## src/rtl/decode_pkg.sv

```systemverilog
// Shared RV32I(M) decode constants, control bundle types and helpers.
// Imported by the decode combinational core and the decode stage.
package decode_pkg;

  localparam logic [6:0] OPC_LUI      = 7'b0110111;
  localparam logic [6:0] OPC_AUIPC    = 7'b0010111;
  localparam logic [6:0] OPC_OP       = 7'b0110011;
  localparam logic [6:0] OPC_OP_IMM   = 7'b0010011;
  localparam logic [6:0] OPC_LOAD     = 7'b0000011;
  localparam logic [6:0] OPC_STORE    = 7'b0100011;
  localparam logic [6:0] OPC_BRANCH   = 7'b1100011;
  localparam logic [6:0] OPC_JAL      = 7'b1101111;
  localparam logic [6:0] OPC_JALR     = 7'b1100111;
  localparam logic [6:0] OPC_MISC_MEM = 7'b0001111;

  localparam logic [6:0] F7_BASE   = 7'b0000000;
  localparam logic [6:0] F7_ALT    = 7'b0100000;
  localparam logic [6:0] F7_MULDIV = 7'b0000001;

  localparam logic [1:0] RES_ALU = 2'b00;
  localparam logic [1:0] RES_MEM = 2'b01;
  localparam logic [1:0] RES_PC4 = 2'b10;
  localparam logic [1:0] RES_IMM = 2'b11;

  localparam logic [4:0] ALU_ADD    = 5'b00000;
  localparam logic [4:0] ALU_SUB    = 5'b01000;
  localparam logic [4:0] ALU_MUL    = 5'b10000;
  localparam logic [4:0] ALU_MULH   = 5'b10001;
  localparam logic [4:0] ALU_MULHSU = 5'b10010;
  localparam logic [4:0] ALU_MULHU  = 5'b10011;
  localparam logic [4:0] ALU_DIV    = 5'b10100;
  localparam logic [4:0] ALU_DIVU   = 5'b10101;
  localparam logic [4:0] ALU_REM    = 5'b10110;
  localparam logic [4:0] ALU_REMU   = 5'b10111;

  localparam logic [3:0] MASK_B = 4'b0001;
  localparam logic [3:0] MASK_H = 4'b0011;
  localparam logic [3:0] MASK_W = 4'b1111;

  typedef struct packed {
    logic [31:0] imm;
    logic [4:0]  alu_op;
    logic        alu_src_a;
    logic        alu_src_b;
    logic        reg_write;
    logic [1:0]  result_mux;
    logic        mem_read;
    logic        mem_write;
    logic [3:0]  mem_mask;
    logic        branch;
    logic [2:0]  branch_op;
    logic        jump;
    logic        jalr;
    logic        illegal;
  } ctrl_t;

  typedef struct packed {
    logic [31:0] pc;
    logic [6:0]  opcode;
    logic [2:0]  funct3;
    logic [4:0]  rs1;
    logic [4:0]  rs2;
    logic [4:0]  rd;
    ctrl_t       ctrl;
  } id_ex_t;

  function automatic logic [3:0] lane_mask(
    input logic [1:0] sz
  );
    case (sz)
      2'b00:   lane_mask = MASK_B;
      2'b01:   lane_mask = MASK_H;
      2'b10:   lane_mask = MASK_W;
      default: lane_mask = 4'b0000;
    endcase
  endfunction

  function automatic logic [4:0] m_alu_op(
    input logic [2:0] f3
  );
    unique case (f3)
      3'b000: m_alu_op = ALU_MUL;
      3'b001: m_alu_op = ALU_MULH;
      3'b010: m_alu_op = ALU_MULHSU;
      3'b011: m_alu_op = ALU_MULHU;
      3'b100: m_alu_op = ALU_DIV;
      3'b101: m_alu_op = ALU_DIVU;
      3'b110: m_alu_op = ALU_REM;
      3'b111: m_alu_op = ALU_REMU;
    endcase
  endfunction

endpackage

```

## src/rtl/decode_comb.sv

```systemverilog
// Combinational RV32I(M) decoder: instruction word to control bundle,
// register-use flags and illegal-instruction flag.
module decode_comb
  import decode_pkg::*;
#(
  parameter bit ENABLE_M = 1'b1
) (
  input  logic [31:0] instr_i,
  output ctrl_t       ctrl_o,
  output logic        use_rs1_o,
  output logic        use_rs2_o
);

  logic [6:0]  opc;
  logic [2:0]  f3;
  logic [6:0]  f7;
  logic [31:0] imm_i;
  logic [31:0] imm_s;
  logic [31:0] imm_b;
  logic [31:0] imm_u;
  logic [31:0] imm_j;
  ctrl_t       c;
  logic        ill;

  assign opc = instr_i[6:0];
  assign f3  = instr_i[14:12];
  assign f7  = instr_i[31:25];

  assign imm_i = {{20{instr_i[31]}}, instr_i[31:20]};
  assign imm_s = {{20{instr_i[31]}},
                  instr_i[31:25], instr_i[11:7]};
  assign imm_b = {{19{instr_i[31]}}, instr_i[31],
                  instr_i[7], instr_i[30:25],
                  instr_i[11:8], 1'b0};
  assign imm_u = {instr_i[31:12], 12'b0};
  assign imm_j = {{11{instr_i[31]}}, instr_i[31],
                  instr_i[19:12], instr_i[20],
                  instr_i[30:21], 1'b0};

  always_comb begin
    c   = '0;
    ill = 1'b0;
    unique case (1'b1)
      (opc == OPC_LUI): begin
        c.imm        = imm_u;
        c.reg_write  = 1'b1;
        c.result_mux = RES_IMM;
      end
      (opc == OPC_AUIPC): begin
        c.imm       = imm_u;
        c.alu_op    = ALU_ADD;
        c.alu_src_a = 1'b1;
        c.alu_src_b = 1'b1;
        c.reg_write = 1'b1;
      end
      (opc == OPC_OP): begin
        c.reg_write = 1'b1;
        if (f7 == F7_MULDIV) begin
          c.alu_op = m_alu_op(f3);
          ill      = !ENABLE_M;
        end else begin
          c.alu_op = {1'b0, f7[5], f3};
          ill = !((f7 == F7_BASE) ||
                  (f7 == F7_ALT &&
                   (f3 == 3'b000 || f3 == 3'b101)));
        end
      end
      (opc == OPC_OP_IMM): begin
        c.imm       = imm_i;
        c.alu_src_b = 1'b1;
        c.reg_write = 1'b1;
        c.alu_op    = {1'b0, (f3 == 3'b101) & f7[5], f3};
        ill = (f3 == 3'b001 && f7 != F7_BASE) ||
              (f3 == 3'b101 && f7 != F7_BASE &&
               f7 != F7_ALT);
      end
      (opc == OPC_LOAD): begin
        c.imm        = imm_i;
        c.alu_op     = ALU_ADD;
        c.alu_src_b  = 1'b1;
        c.reg_write  = 1'b1;
        c.result_mux = RES_MEM;
        c.mem_read   = 1'b1;
        c.mem_mask   = lane_mask(f3[1:0]);
        ill = (f3 == 3'b011) || (f3[2:1] == 2'b11);
      end
      (opc == OPC_STORE): begin
        c.imm       = imm_s;
        c.alu_op    = ALU_ADD;
        c.alu_src_b = 1'b1;
        c.mem_write = 1'b1;
        c.mem_mask  = lane_mask(f3[1:0]);
        ill = f3[2] || (f3 == 3'b011);
      end
      (opc == OPC_BRANCH): begin
        c.imm       = imm_b;
        c.alu_op    = ALU_SUB;
        c.branch    = 1'b1;
        c.branch_op = f3;
        ill = (f3[2:1] == 2'b01);
      end
      (opc == OPC_JAL): begin
        c.imm        = imm_j;
        c.alu_op     = ALU_ADD;
        c.alu_src_a  = 1'b1;
        c.alu_src_b  = 1'b1;
        c.reg_write  = 1'b1;
        c.result_mux = RES_PC4;
        c.jump       = 1'b1;
      end
      (opc == OPC_JALR): begin
        c.imm        = imm_i;
        c.alu_op     = ALU_ADD;
        c.alu_src_b  = 1'b1;
        c.reg_write  = 1'b1;
        c.result_mux = RES_PC4;
        c.jump       = 1'b1;
        c.jalr       = 1'b1;
        ill = (f3 != 3'b000);
      end
      (opc == OPC_MISC_MEM): begin
        c.imm = imm_i;
      end
      default: ill = 1'b1;
    endcase
    if (instr_i[1:0] != 2'b11) ill = 1'b1;
    // Illegal ops still flow downstream, but must not touch state
    if (ill) begin
      c.reg_write = 1'b0;
      c.mem_read  = 1'b0;
      c.mem_write = 1'b0;
      c.branch    = 1'b0;
      c.jump      = 1'b0;
    end
    c.illegal = ill;
  end

  assign ctrl_o    = c;
  assign use_rs1_o = !(opc == OPC_LUI || opc == OPC_AUIPC ||
                       opc == OPC_JAL || opc == OPC_MISC_MEM);
  assign use_rs2_o = (opc == OPC_OP) || (opc == OPC_STORE) ||
                     (opc == OPC_BRANCH);

endmodule

```

## src/rtl/decode_stage.sv

```systemverilog
// Registered, handshaked RV32I(M) decode stage (ID/EX register) with
// flush, back-pressure and load-use stall insertion.
module decode_stage
  import decode_pkg::*;
#(
  parameter bit ENABLE_M         = 1'b1,
  parameter int LOAD_USE_BUBBLES = 1,
  parameter int ALU_OP_W         = 5
) (
  input  logic                i_clk,
  input  logic                i_rst_n,
  input  logic                i_flush,
  input  logic                i_valid,
  output logic                o_ready,
  input  logic [31:0]         i_instr,
  input  logic [31:0]         i_pc,
  output logic                o_valid,
  input  logic                i_ready,
  output logic [31:0]         o_pc,
  output logic [6:0]          o_opcode,
  output logic [2:0]          o_funct3,
  output logic [4:0]          o_rs1_addr,
  output logic [4:0]          o_rs2_addr,
  output logic [4:0]          o_rd_addr,
  output logic [31:0]         o_imm,
  output logic [ALU_OP_W-1:0] o_alu_op,
  output logic                o_alu_src_a,
  output logic                o_alu_src_b,
  output logic                o_reg_write,
  output logic [1:0]          o_result_mux,
  output logic                o_mem_read,
  output logic                o_mem_write,
  output logic [3:0]          o_mem_mask,
  output logic                o_branch,
  output logic [2:0]          o_branch_op,
  output logic                o_jump,
  output logic                o_jalr,
  output logic                o_illegal
);

  localparam int CW = (LOAD_USE_BUBBLES > 0) ?
                      $clog2(LOAD_USE_BUBBLES + 1) : 1;

  ctrl_t         ctrl;
  logic          use_rs1;
  logic          use_rs2;
  id_ex_t        bundle_d, bundle_q;
  logic          valid_d, valid_q;
  logic [4:0]    shadow_rd_d, shadow_rd_q;
  logic [CW-1:0] shadow_cnt_d, shadow_cnt_q;
  logic [4:0]    rs1, rs2;
  logic          ld_hold, sh_live;
  logic          rs1_hit, rs2_hit;
  logic          hazard;
  logic          fire_in, fire_out;

  decode_comb #(
    .ENABLE_M (ENABLE_M)
  ) u_comb (
    .instr_i   (i_instr),
    .ctrl_o    (ctrl),
    .use_rs1_o (use_rs1),
    .use_rs2_o (use_rs2)
  );

  assign rs1 = i_instr[19:15];
  assign rs2 = i_instr[24:20];

  assign ld_hold = valid_q && bundle_q.ctrl.mem_read;
  assign sh_live = (shadow_cnt_q != '0);

  assign rs1_hit = use_rs1 && (rs1 != 5'd0) &&
                   ((ld_hold && rs1 == bundle_q.rd) ||
                    (sh_live && rs1 == shadow_rd_q));
  assign rs2_hit = use_rs2 && (rs2 != 5'd0) &&
                   ((ld_hold && rs2 == bundle_q.rd) ||
                    (sh_live && rs2 == shadow_rd_q));

  assign hazard = (LOAD_USE_BUBBLES > 0) && i_valid &&
                  (rs1_hit || rs2_hit);

  assign o_ready  = (!valid_q || i_ready) && !hazard;
  assign fire_in  = i_valid && o_ready;
  assign fire_out = valid_q && i_ready;

  always_comb begin
    valid_d      = valid_q;
    bundle_d     = bundle_q;
    shadow_rd_d  = shadow_rd_q;
    shadow_cnt_d = shadow_cnt_q;
    if (sh_live) shadow_cnt_d = shadow_cnt_q - 1'b1;
    // A departing load re-arms the shadow for the bubbles it still needs
    if (fire_out && bundle_q.ctrl.mem_read &&
        bundle_q.rd != 5'd0) begin
      shadow_rd_d  = bundle_q.rd;
      shadow_cnt_d = CW'(LOAD_USE_BUBBLES);
    end
    if (fire_out) valid_d = 1'b0;
    if (fire_in && !i_flush) begin
      valid_d         = 1'b1;
      bundle_d.pc     = i_pc;
      bundle_d.opcode = i_instr[6:0];
      bundle_d.funct3 = i_instr[14:12];
      bundle_d.rs1    = rs1;
      bundle_d.rs2    = rs2;
      bundle_d.rd     = i_instr[11:7];
      bundle_d.ctrl   = ctrl;
    end
    if (i_flush) begin
      valid_d      = 1'b0;
      shadow_cnt_d = '0;
    end
  end

  always_ff @(posedge i_clk or negedge i_rst_n) begin
    if (!i_rst_n) begin
      valid_q      <= 1'b0;
      bundle_q     <= '0;
      shadow_rd_q  <= 5'd0;
      shadow_cnt_q <= '0;
    end else begin
      valid_q      <= valid_d;
      bundle_q     <= bundle_d;
      shadow_rd_q  <= shadow_rd_d;
      shadow_cnt_q <= shadow_cnt_d;
    end
  end

  assign o_valid      = valid_q;
  assign o_pc         = bundle_q.pc;
  assign o_opcode     = bundle_q.opcode;
  assign o_funct3     = bundle_q.funct3;
  assign o_rs1_addr   = bundle_q.rs1;
  assign o_rs2_addr   = bundle_q.rs2;
  assign o_rd_addr    = bundle_q.rd;
  assign o_imm        = bundle_q.ctrl.imm;
  assign o_alu_op     = bundle_q.ctrl.alu_op[ALU_OP_W-1:0];
  assign o_alu_src_a  = bundle_q.ctrl.alu_src_a;
  assign o_alu_src_b  = bundle_q.ctrl.alu_src_b;
  assign o_reg_write  = bundle_q.ctrl.reg_write;
  assign o_result_mux = bundle_q.ctrl.result_mux;
  assign o_mem_read   = bundle_q.ctrl.mem_read;
  assign o_mem_write  = bundle_q.ctrl.mem_write;
  assign o_mem_mask   = bundle_q.ctrl.mem_mask;
  assign o_branch     = bundle_q.ctrl.branch;
  assign o_branch_op  = bundle_q.ctrl.branch_op;
  assign o_jump       = bundle_q.ctrl.jump;
  assign o_jalr       = bundle_q.ctrl.jalr;
  assign o_illegal    = bundle_q.ctrl.illegal;

endmodule
```

## config.mk

```make
export PLATFORM = sky130hd
export DESIGN_NAME = decode_stage
export DESIGN_NICKNAME = d
export VERILOG_FILES = /design/src/rtl/decode_pkg.sv /design/src/rtl/decode_comb.sv /design/src/rtl/decode_stage.sv
export SDC_FILE = /design/constraint.sdc
export NUM_CORES = 1
export LEC_CHECK = 0
export CAP_MARGIN = 20
export CORE_UTILIZATION = 50
export CTS_BUF_LIST = sky130_fd_sc_hd__clkbuf_2
export DETAILED_ROUTE_END_ITERATION = 6
export DONT_BUFFER_PORTS = 1
export SYNTH_ARGS = -nofsm -noshare
export SYNTH_HDL_FRONTEND = slang
export SYNTH_SLANG_ARGS = --single-unit
export TNS_END_PERCENT = 100
```

## constraint.sdc

```tcl
create_clock -name i_clk -period 2.3 [get_ports i_clk]
set_input_delay 0.345 -clock i_clk [delete_from_list [all_inputs] [get_ports i_clk]]
set_output_delay 0.345 -clock i_clk [all_outputs]
set_load 0.05 [all_outputs]
```

==> flow_metrics.py <==
metrics = {
    "global_route": {
        "antenna_found_initial": 0,
        "grt_pass1_vias": 4440,
        "grt_usage_pct": 26.1,
        "grt_pass1_wl_um": 24500,
        "grt_overflow_total": 0,
        "grt_max_degree": 119,
    },
    "floorplanning": {
        "dieHeight_um": 111,
        "core_area_sq_um": 11500,
        "start_util_pct": 51.7,
        "die_x_um": 111,
        "rows": 39,
        "pin_count": 183,
        "die-area_sq_um": 12300,
    },
    "route": {
        "first_pass_iters": 4,
        "wl_per_cell_um": 21.4,
        "drt.antenna.violating_nets": 0,
        "drc_errors": 0,
        "vias": 4284,
        "routed_wl_um": 16400,
        "viasPerCell": 5.61,
        "dr.first_iter.drc_count": 237,
    },
    "critical_path": {
        "worstPathArrival_ns": 2.13,
        "crit_type": "flip-flop to output port",
        "critPathRequiredTime_ns": 1.96,
        "worstPathCellList": "xnor2_1, nand4_1, o32ai_2, a32oi_2, inv_1, a21oi_2, buf_12",
        "slowest_stage": "dfrtp_1",
        "end_kind": "output port",
        "critPathLaunchType": "flip-flop",
        "slowest_delay_ns": 0.46,
        "cp_max_fo": 3,
    },
    "clock_tree": {
        "cts_root_buf": "clkbuf_2",
        "clock_latency_ns": 0.67,
        "cts_tree": "built",
        "path_clk_slew_ns": 0.15,
        "htree_levels": 4,
        "clock_sinks": 118,
        "cts_made_buffers": 17,
        "max-clock-path-buffers": 2,
    },
    "synth": {
        "yosysTopAreaCellShare_pct": 49.8,
        "synth_cell_type_count": 47,
        "ys_warn_count": 0,
        "synth_edf_count": 0,
        "ys_ff_latch": 118,
        "avgSynthCellArea_sq_um": 11.8,
        "syn_inst": 502,
        "ys.flop_type": "dfrtp_1",
        "async_reset_ff_share_pct": 100,
        "syn_area_sq_um": 5930,
        "synthTopCellsByArea": "dfrtp_1 (50%), mux2_4 (14%), mux2i_1 (5.9%), mux2_1 (4.0%), a21oi_1 (3.0%)",
        "yosys.area.top_type": "dfrtp_1",
        "seq_area_frac_synth_pct": 49.8,
        "syn_nets": 576,
    },
    "finish": {
        "nNetsFinal": 685,
        "num-fill-cells": 885,
        "antenna_cells": 0,
        "drive_gt1_share_pct": 23.7,
        "final_cell_count_no_fill": 764,
        "syn_to_final_growth_pct": 26.3,
    },
    "sta": {
        "slew_headroom_pct": 64.4,
        "finClkSkew_ns": 0.0232,
        "holdWs_ns": -0.651,
        "worst_slack_ns": -0.174,
        "hold_viol": 119,
        "slew_violations": 0,
        "tightest_slew_ns": 0.534,
        "fmax_mhz": 404,
        "finalSetupViolCount": 2,
        "period_needed_ns": 2.47,
        "period_share_pct": 108,
        "grt_setup_unrepaired": "true",
    },
    "power": {
        "cellPowerDensity_nw_per_um2": 676,
        "p_leak_nw": 3.62,
        "ir_drop_v": 0.000497,
        "p_total_mw": 5.07,
    },
    "worst_hold_path": {
        "hold_class": "input port to asynchronous set/reset pin",
    },
    "placed_design": {
        "port-buffer-count": 0,
        "dp_cells": 634,
        "dp.final_hpwl_um": 9680,
        "gp_congestion": 0.829,
    },
    "run_status": {
        "outcome": "finished with violations",
        "violations": "negative hold slack, negative setup slack",
    },
    "run": {
        "maxCapViolCount": 0,
    },
}
## worst max-delay path: cells and delay by family, from the launching register on
| kind | cells | cell delay [ns] |
|---|---|---|
| buffers and inverters | 2 | 0.23 |
| AND/OR/NAND/NOR | 1 | 0.12 |
| AO/OA/AOI/OAI | 3 | 0.51 |
| XOR/XNOR | 1 | 0.14 |
| flip-flops | 1 | 0.46 |
## timing repair
item	4_1_cts	5_1_grt
hold endpoints to repair	225	124
setup buffers	4	16
setup endpoints to repair	1	84
cloned	0	10
pin swaps	6	3
gates resized for setup	8	2
hold buffers	68	3
## path summary, 6_finish.rpt
check	endpoint	from	cells past startpoint	slack [ns]
max	o_ready	shadow_rd_q[4]	7	-0.17
min	o_funct3[2]	i_rst_n	0	-0.65
max reg2reg	o_valid	o_rd_addr[1]	9	-0.01
min reg2reg	shadow_rd_q[1]	shadow_rd_q[1]	2	0.58
max in group asynchronous	o_rd_addr[1]	i_rst_n	0	2.77
min in group i_clk	o_imm[17]	i_valid	2	-0.03
## flip-flops by register name, indices dropped and copies added, names as in the netlist
signal        count
o_imm            32
o_pc             32
o_opcode          7
o_alu_op          5
o_rd_addr         5
o_rs1_addr        5
o_rs2_addr        5
shadow_rd_q       5
o_branch_op       3
o_funct3          3
o_mem_mask        3
o_result_mux      2
o_alu_src_a       1
o_alu_src_b       1
o_branch          1
o_illegal         1
o_jalr            1
o_jump            1
o_mem_read        1
o_mem_write       1
o_reg_write       1
o_valid           1
sh_live           1
## synth_stat cells, types with 7 or more instances
cell / number
clkbuf_1: 11
nor3_1: 7
nand2_1: 33
mux2i_1: 35
mux2_4: 56
mux2_1: 21
buf_2: 7
dfrtp_1: 118
nor2_1: 23
a21oi_1: 36
nand3_1: 11
buf_6: 7
inv_1: 38
xnor2_1: 18
nor2b_1: 8
## final cells by class
cell class | instances | area, sq um | area share [%]
inverters | 38 | 143 | 1.90
clock inverters | 9 | 87.6 | 1.17
repair buffers | 122 | 1320 | 17.6
well taps | 143 | 179 | 2.39
clock buffers | 20 | 100 | 1.34
multi-input cells | 314 | 2700 | 36.1
flip-flops and latches | 118 | 2960 | 39.5
## cells in the final DEF (no fill, tap or decap), types with 2 or more instances in the layout
cell type / n
o32ai_2: 2
o21ai_0: 6
nor2b_1: 8
and3_1: 6
clkinv_1: 6
dfrtp_2: 5
mux2i_1: 35
nand2_1: 33
a21oi_1: 35
xnor2_1: 17
ha_1: 5
nor4bb_1: 2
and2_1: 3
bufinv_16: 2
inv_1: 38
a22o_1: 5
nand4b_1: 2
or4_1: 2
nand2b_1: 3
clkbuf_16: 8
nor3b_1: 2
o21bai_1: 2
dfrtp_1: 113
dlygate4sd3_1: 71
mux2_4: 58
buf_12: 6
clkbuf_2: 20
o32ai_1: 2
buf_4: 35
nand4_1: 6
nand3_1: 10
nor2_1: 23
nand3_4: 2
nor3_1: 7
mux2_1: 19
## logic make-up (layout without fill, tap and decap cells)
family,after synthesis,after routing,synth area share [%]
DFF,118,118,49.8
adders and majority gates,5,5,1.06
AOI/OAI and AO/OA,62,62,6.40
buffers and inverters,71,189,5.83
muxes,113,113,24.3
xor gates and xnor gates,20,20,2.96
and+or+nand+nor,113,114,9.67
## power by group
part / switching (mW) / internal [mW] / leakage (nW)
Combinational: 0.328 / 0.496 / 1.99
Clock: 0.706 / 0.471 / 0.125
Sequential: 0.805 / 2.26 / 1.51
Total: 1.84 / 3.23 / 3.62
## layer usage
| metal | wire length [um] | up-vias | GRT usage, % | share of wire (%) |
|---|---|---|---|---|
| li1 | - | 1946 | - | - |
| met1 | 6380 | 2145 | 30.4 | 39 |
| met2 | 8450 | 172 | 44.3 | 52 |
| met3 | 1250 | 21 | 9.84 | 7.6 |
| met4 | 284 | 0 | 8.44 | 1.7 |
| met5 | 0 | - | 0 | 0 |
## stage by stage
| stage | utilization, % | setup TNS (ns) | hold slack, ns | cell area [sq um] | setup slack, ns |
|---|---|---|---|---|---|
| floorplan | - | 0 | 0.0494 | 5940 | 0.0507 |
| global placement | 53.8 | -0.0159 | 0.0522 | 6160 | -0.0159 |
| detailed placement | 53.8 | -0.0380 | 0.0528 | 6160 | -0.0380 |
| CTS | 61.9 | -0.213 | -0.714 | 7100 | -0.213 |
| global route | 65.3 | -2.86 | -0.761 | 7490 | -0.343 |
| finish | 65.3 | -0.185 | -0.651 | 7490 | -0.174 |
(Power assumes the default switching activity.)
